[src/rtl/crypto_block_sequencer.sv]
// ============================================================================
// crypto_block_sequencer
// ----------------------------------------------------------------------------
// Purpose
//   Steps a block-cipher engine through one job at a time. A job descriptor
//   holds the algorithm, the key and a block count. For every block the
//   sequencer does four things in order:
//     1. takes one plaintext block from the input stream,
//     2. pulses eng_start,
//     3. waits for eng_done,
//     4. offers the engine result on the output stream until it is accepted.
//   When the last block has been accepted, job_done pulses for one cycle.
//
// Ports
//   clk, rst        single clock; synchronous active-high reset
//   job_*           job descriptor handshake (algo 0:AES 1:SM4, 128b key,
//                   LEN_W-bit block count)
//   s_*             plaintext block input stream (valid/ready, 128b)
//   m_*             ciphertext block output stream (valid/ready, 128b)
//   eng_*           engine control and data (algo select, key, start pulse,
//                   input block, done strobe, output block)
//   job_done        one-cycle pulse at job end
//   err_timeout     sticky engine-timeout flag
//
// Configuration
//   CRYPTO_SEQ_TIMEOUT_EN  When defined, a counter in WAIT aborts the job if
//                          the engine stays silent for TIMEOUT_CYC cycles.
//                          The abort sets err_timeout and goes to DONE.
//                          When undefined, WAIT waits indefinitely and
//                          err_timeout is tied to 0.
// ============================================================================
module crypto_block_sequencer #(
    parameter int LEN_W       = 16,
    parameter int TIMEOUT_CYC = 1024
) (
    input  logic             clk,
    input  logic             rst,

    // Job descriptor
    input  logic             job_valid,
    output logic             job_ready,
    input  logic             job_algo,
    input  logic [127:0]     job_key,
    input  logic [LEN_W-1:0] job_nblk,

    // Plaintext input stream
    input  logic             s_valid,
    output logic             s_ready,
    input  logic [127:0]     s_data,

    // Ciphertext output stream
    output logic             m_valid,
    input  logic             m_ready,
    output logic [127:0]     m_data,

    // Crypto engine
    output logic             eng_algo_sel,
    output logic [127:0]     eng_key,
    output logic             eng_start,
    output logic [127:0]     eng_din,
    input  logic             eng_done,
    input  logic [127:0]     eng_dout,

    // Status
    output logic             job_done,
    output logic             err_timeout
);

    typedef enum logic [2:0] {
        ST_IDLE,
        ST_LOAD,
        ST_START,
        ST_WAIT,
        ST_OUT,
        ST_DONE
    } state_e;

    state_e           state_q, state_d;
    logic             algo_q, algo_d;
    logic [127:0]     key_q, key_d;
    logic [127:0]     din_q, din_d;
    logic [127:0]     dout_q, dout_d;
    logic [LEN_W-1:0] rem_q, rem_d;

`ifdef CRYPTO_SEQ_TIMEOUT_EN
    // The counter only has to hold 0 .. TIMEOUT_CYC-1.
    localparam int               CNT_W    = (TIMEOUT_CYC > 1) ? $clog2(TIMEOUT_CYC) : 1;
    localparam logic [CNT_W-1:0] CNT_LAST = CNT_W'(TIMEOUT_CYC - 1);

    logic [CNT_W-1:0] wait_cnt_q, wait_cnt_d;
    logic             err_q, err_d;
`else
    // Without the timeout build, TIMEOUT_CYC has no function.
    // This reference keeps the parameter from being reported as dangling.
    logic [31:0] timeout_cyc_unused;
    assign timeout_cyc_unused = 32'(TIMEOUT_CYC);
`endif

    // ------------------------------------------------------------------------
    // State and datapath registers
    // ------------------------------------------------------------------------
    always_ff @(posedge clk) begin
        if (rst) begin
            // NOTE: sequential state uses non-blocking assignments, so every
            // flop samples pre-edge values no matter how statements are ordered.
            state_q <= ST_IDLE;
            algo_q  <= 1'b0;
            key_q   <= '0;
            din_q   <= '0;
            dout_q  <= '0;
            rem_q   <= '0;
`ifdef CRYPTO_SEQ_TIMEOUT_EN
            wait_cnt_q <= '0;
            err_q      <= 1'b0;
`endif
        end else begin
            state_q <= state_d;
            algo_q  <= algo_d;
            key_q   <= key_d;
            din_q   <= din_d;
            dout_q  <= dout_d;
            rem_q   <= rem_d;
`ifdef CRYPTO_SEQ_TIMEOUT_EN
            wait_cnt_q <= wait_cnt_d;
            err_q      <= err_d;
`endif
        end
    end

    // ------------------------------------------------------------------------
    // Next-state and datapath update
    // ------------------------------------------------------------------------
    always_comb begin
        // NOTE: every signal written here first takes its hold value.
        // No branch of the case can then leave one unassigned and infer a latch.
        state_d = state_q;
        algo_d  = algo_q;
        key_d   = key_q;
        din_d   = din_q;
        dout_d  = dout_q;
        rem_d   = rem_q;
`ifdef CRYPTO_SEQ_TIMEOUT_EN
        wait_cnt_d = wait_cnt_q;
        err_d      = err_q;
`endif

        unique case (state_q)
            ST_IDLE: begin
                if (job_valid) begin
                    // Algorithm and key are frozen here.
                    // They stay frozen until the next accept.
                    algo_d = job_algo;
                    key_d  = job_key;
                    rem_d  = job_nblk;
`ifdef CRYPTO_SEQ_TIMEOUT_EN
                    err_d  = 1'b0;
`endif
                    state_d = (job_nblk == '0) ? ST_DONE : ST_LOAD;
                end
            end

            ST_LOAD: begin
                if (s_valid) begin
                    din_d   = s_data;
                    state_d = ST_START;
                end
            end

            ST_START: begin
                // eng_done during START is ignored on purpose.
                // It cannot belong to the block just being started.
                state_d = ST_WAIT;
`ifdef CRYPTO_SEQ_TIMEOUT_EN
                wait_cnt_d = '0;
`endif
            end

            ST_WAIT: begin
                if (eng_done) begin
                    dout_d  = eng_dout;
                    state_d = ST_OUT;
                end
`ifdef CRYPTO_SEQ_TIMEOUT_EN
                else if (wait_cnt_q == CNT_LAST) begin
                    // The engine missed its deadline.
                    // The job is abandoned; the remaining blocks are not taken.
                    err_d   = 1'b1;
                    state_d = ST_DONE;
                end else begin
                    wait_cnt_d = wait_cnt_q + 1'b1;
                end
`endif
            end

            ST_OUT: begin
                if (m_ready) begin
                    // The exit test is on 1, not 0.
                    // A count of 2^LEN_W-1 therefore never wraps.
                    if (rem_q == LEN_W'(1)) begin
                        state_d = ST_DONE;
                    end else begin
                        rem_d   = rem_q - 1'b1;
                        state_d = ST_LOAD;
                    end
                end
            end

            ST_DONE: begin
                state_d = ST_IDLE;
            end

            default: begin
                state_d = ST_IDLE;
            end
        endcase
    end

    // ------------------------------------------------------------------------
    // Outputs: pure decodes of registered state.
    // There is no combinational path from any input to any output.
    // ------------------------------------------------------------------------
    assign job_ready    = (state_q == ST_IDLE);
    assign s_ready      = (state_q == ST_LOAD);
    assign eng_start    = (state_q == ST_START);
    assign m_valid      = (state_q == ST_OUT);
    assign job_done     = (state_q == ST_DONE);

    assign eng_algo_sel = algo_q;
    assign eng_key      = key_q;
    assign eng_din      = din_q;
    assign m_data       = dout_q;

`ifdef CRYPTO_SEQ_TIMEOUT_EN
    assign err_timeout  = err_q;
`else
    assign err_timeout  = 1'b0;
`endif

endmodule

[config.mk]
export PLATFORM = sky130hd
export DESIGN_NAME = crypto_block_sequencer
export DESIGN_NICKNAME = d
export VERILOG_FILES = /design/src/rtl/crypto_block_sequencer.sv
export SDC_FILE = /design/constraint.sdc
export NUM_CORES = 1
export LEC_CHECK = 0
export ABC_AREA = 1
export CORE_AREA = 2 2 315 317
export CTS_BUF_LIST = sky130_fd_sc_hd__clkbuf_4 sky130_fd_sc_hd__clkbuf_8 sky130_fd_sc_hd__clkbuf_16
export CTS_CLUSTER_SIZE = 20
export DETAILED_ROUTE_END_ITERATION = 12
export DIE_AREA = 0 0 317 319
export PLACE_DENSITY = 0.38
export SLEW_MARGIN = 10
export SYNTH_ARGS = -nofsm -noshare
export SYNTH_HDL_FRONTEND = slang
export SYNTH_SLANG_ARGS = --single-unit
[constraint.sdc]
create_clock -name clk -period 2.25 [get_ports clk]
set_clock_uncertainty 0.2 [all_clocks]
set_input_delay 0.3375 -clock clk [delete_from_list [all_inputs] [get_ports clk]]
set_output_delay 0.3375 -clock clk [all_outputs]
set_load 0.1 [all_outputs]
==> metrics.md <==
| Metric | Value |
|---|---|
| # clock sinks | `a little over 400` |
| Period Utilization, post-route | `~96%` |
| Cell area power density | `roughly 920 nW/µm²` |
| Post-synthesis register bit count | `a little over 400` |
| Pins Over Slew Limit | `0` |
| Synth-to-layout area growth | `69.2%` |
| Routed Antenna Nets | `0` |
| # setup viols final | `0` |
| Critical path peak fanout | `7` |
| Residual DRC | `0` |
| CTS clk-pin slew, worst paths | `~0.060 ns` |
| CTS Buf Count | `52` |
| WHS | `about 0.087 ns` |
| Maximum VDD drop | `between 0.0005 and 0.0006 V` |
| Final Hold Vio Count | `0` |
| Post-DP HPWL | `~52,000 µm` |
| CP Cell Sequence | `nor2_4 > nand2_4 > inv_16 > buf_4 > buf_12` |
| Hold WC Path Type | `in -> reg` |
| Family with the most delay on the worst path | `buffers and inverters` |
| Worst Path Arrival | `between 1.5 and 2 ns` |
| CP required | `approximately 1.7 ns` |
| H-tree levels | `2` |
| Least-Margin Pin Slew | `0.602 ns` |
| First-pass GRT wire length | `105,000 µm` |
| Row count | `~120` |
| TritonCTS clock tree | `built` |
| Drt total wl | `72,200 µm` |
| Seq/Total Area, Yosys | `a little over half` |
| Share of cells above drive strength 1 | `about a fifth` |
| CP max stage cell | `dfxtp_2` |
| Root buffer cell | `clkbuf_16` |
| DIE AREA | `~100,000 µm²` |
| Crit-path max cell delay | `roughly 0.34 ns` |
| Top Ports | `between 700 and 800` |
| IO buf count | `between 700 and 800` |
| Minimum clock period | `~2.2 ns` |
| Slew margin rel. | `around 60%` |
| Max-Cap Viols | `0` |
| WS Path Type | `reg -> out` |
| Crit end category | `output port` |
| Final nets | `roughly 3,100` |
| Gpl congestion | `0.811` |
| Global route overflow | `0` |
| Initial antenna violation count | `7` |
| Die H | `between 300 and 400 µm` |
| Total Power | `about 23 mW` |
| Vias in the first global route | `approximately 16,000` |
| Synthesis Warnings | `0` |
| Pre-Repair DR Iteration Count | `5` |
| Syn Nets | `between 2,000 and 2,500` |
| Initial Utilization | `15.4%` |
| Cells after Synth | `between 1,500 and 2,000` |
| GRT Resource Usage Total | `a little over an eighth` |
| Critical path launch point type | `register` |
| R2R Setup Slk | `0.38 ns` |
| Yosys cell types | `29` |
| CP Buf/Inv Count | `3` |
| WL per Instance | `17.8 µm` |
| Status | `complete, no violations` |
| Core ar. | `97,700 µm²` |
| Iter 0 DRT Violations | `between 800 and 900` |
| Leak | `about 10 nW` |
| Largest net degree at the start of global routing | `between 100 and 150` |
| Worst-skew pair later-pin latency | `roughly 0.60 ns` |
| Cell Area, Synth | `between 15,000 and 20,000 µm²` |
| Routed vias/inst | `between 4 and 5` |
| Avg Cell Area, Syn | `between 7 and 8 µm²` |
| Bufs on Longest Clock Path | `3` |
| Vias after detailed routing | `about 16,000` |
| Fmax achieved | `roughly 0.46 GHz` |
| Width of the die | `roughly 320 µm` |
cells in the mapped netlist:
| library cell | count | area, µm² |
|---|---|---|
| o21ai_0 | 136 | 681 |
| nand3_2 | 1 | 10.0 |
| xor2_1 | 1 | 8.76 |
| inv_1 | 29 | 109 |
| and2_0 | 1 | 6.26 |
| dfxtp_1 | 404 | 8090 |
| nor2_2 | 2 | 12.5 |
| clkbuf_1 | 77 | 289 |
| ha_1 | 2 | 25.0 |
| a31oi_1 | 1 | 6.26 |
| clkinv_1 | 1 | 3.75 |
| o22ai_1 | 1 | 6.26 |
| buf_1 | 8 | 30.0 |
| nand3_1 | 278 | 1390 |
| conb_1 | 1 | 3.75 |
| inv_2 | 5 | 18.8 |
| or2_2 | 1 | 6.26 |
| buf_2 | 62 | 310 |
| a21oi_1 | 270 | 1350 |
| o21bai_1 | 1 | 7.51 |
| nand3b_1 | 1 | 7.51 |
| nand2_1 | 356 | 1340 |
| nand2_2 | 1 | 6.26 |
| nor2_1 | 316 | 1190 |
| o21ai_1 | 5 | 25.0 |
| nor3_1 | 1 | 5.00 |
| buf_4 | 15 | 113 |
| nor3_2 | 1 | 10.0 |
| nand4_1 | 2 | 12.5 |
cells by family after synthesis:
kind of cell / count (synthesis) / synth area share (%)
adder cells (fa/ha/maj): 2 / 0.166
AND/OR/NAND/NOR: 961 / 26.5
XOR/XNOR: 1 / 0.0581
buffers and inverters: 197 / 5.80
flip-flops: 404 / 53.7
other: 1 / 0.0249
AO/OA/AOI/OAI: 414 / 13.8
where the power goes:
group,switching [mW],internal (mW)
clock network,3.39,5.19
registers,0.298,7.66
logic,5.06,1.83
total,8.75,14.7
timing repair:
item | 4_1_cts | 5_1_grt
pin swaps | 2 | 1
setup buffers | 3 | 1
setup endpoints to repair | 4 | 1
cloned | 1 | 0
resized for setup | 15 | 1
hold buffers | 2 | 0
hold endpoints to repair | 36 | 0
final timing paths:
kind / startpoint / end / cells after the start
setup / recovery: state_q[1] / job_ready / 5
hold / removal: eng_done / m_data[77] / 4
setup reg to reg: rem_q[0] / rem_q[8] / 8
hold reg to reg: m_data[125] / m_data[125] / 2
per-stage QoR:
stage	setup slack, ns	std cells	setup TNS [ns]	util [%]	area [µm²]
3_3_place_gp	0.189	3946	0	24.2	23600
4_1_cts	0.00660	4046	0	26.1	25500
3_5_place_dp	0.171	3946	0	24.2	23600
6_report	0.0943	4053	0	26.1	25500
5_1_grt	-0.00227	4053	-0.00227	26.1	25500
2_1_floorplan	0.0252	1980	0	-	15100
worst register-to-register path, stage by stage, from the launching register on:
cell and delay, ns:
dfxtp_1 0.34, inv_1 0.16, ha_1 0.27, inv_1 0.08, nor2_1 0.33, nand4_1 0.16
nand2_1 0.09, nand2_1 0.05, a21oi_1 0.14
metal layers:
| layer | up-vias | wire length, µm | global-route usage (%) |
|---|---|---|---|
| met5 | - | 13 | 0 |
| met4 | 2 | 1750 | 4.03 |
| met3 | 80 | 7170 | 5.46 |
| met2 | 601 | 34800 | 23.2 |
| met1 | 7512 | 28500 | 15.2 |
| li1 | 8019 | - | - |
sequential cells by signal (all words and copies together) (netlist names):
| name | cells |
|---|---|
| m_data | 128 |
| eng_algo_sel | 1 |
| eng_din | 128 |
| eng_key | 128 |
| state_q | 3 |
| rem_q | 16 |
layout by cell type, fill, tap and decap left out, drive strengths merged:
master         count
buf              441
dfxtp            404
clkdlybuf4s50    403
nand2            357
nor2             318
nand3            279
a21oi            270
o21ai            141
clkbuf            77
inv               38
clkinv            11
diode              6
bufinv             3
nand4              2
ha                 2
clkinvlp           2
dlygate4sd3        2
nor3               2
or2                1
o22ai              1
o21bai             1
xor2               1
a31oi              1
and2               1
nand3b             1
conb               1
final cells by class:
type	instances	area (µm²)
clock buffers	76	1570
inverters	35	155
flip-flops and latches	404	8090
repair buffers	847	7680
multi-input cells	1379	6160
clock inverters	18	189
diodes	6	15.0
fillers	10607	72200
well taps	1287	1610
repair inverters	1	8.76
Power figures use the tool's default switching activity.
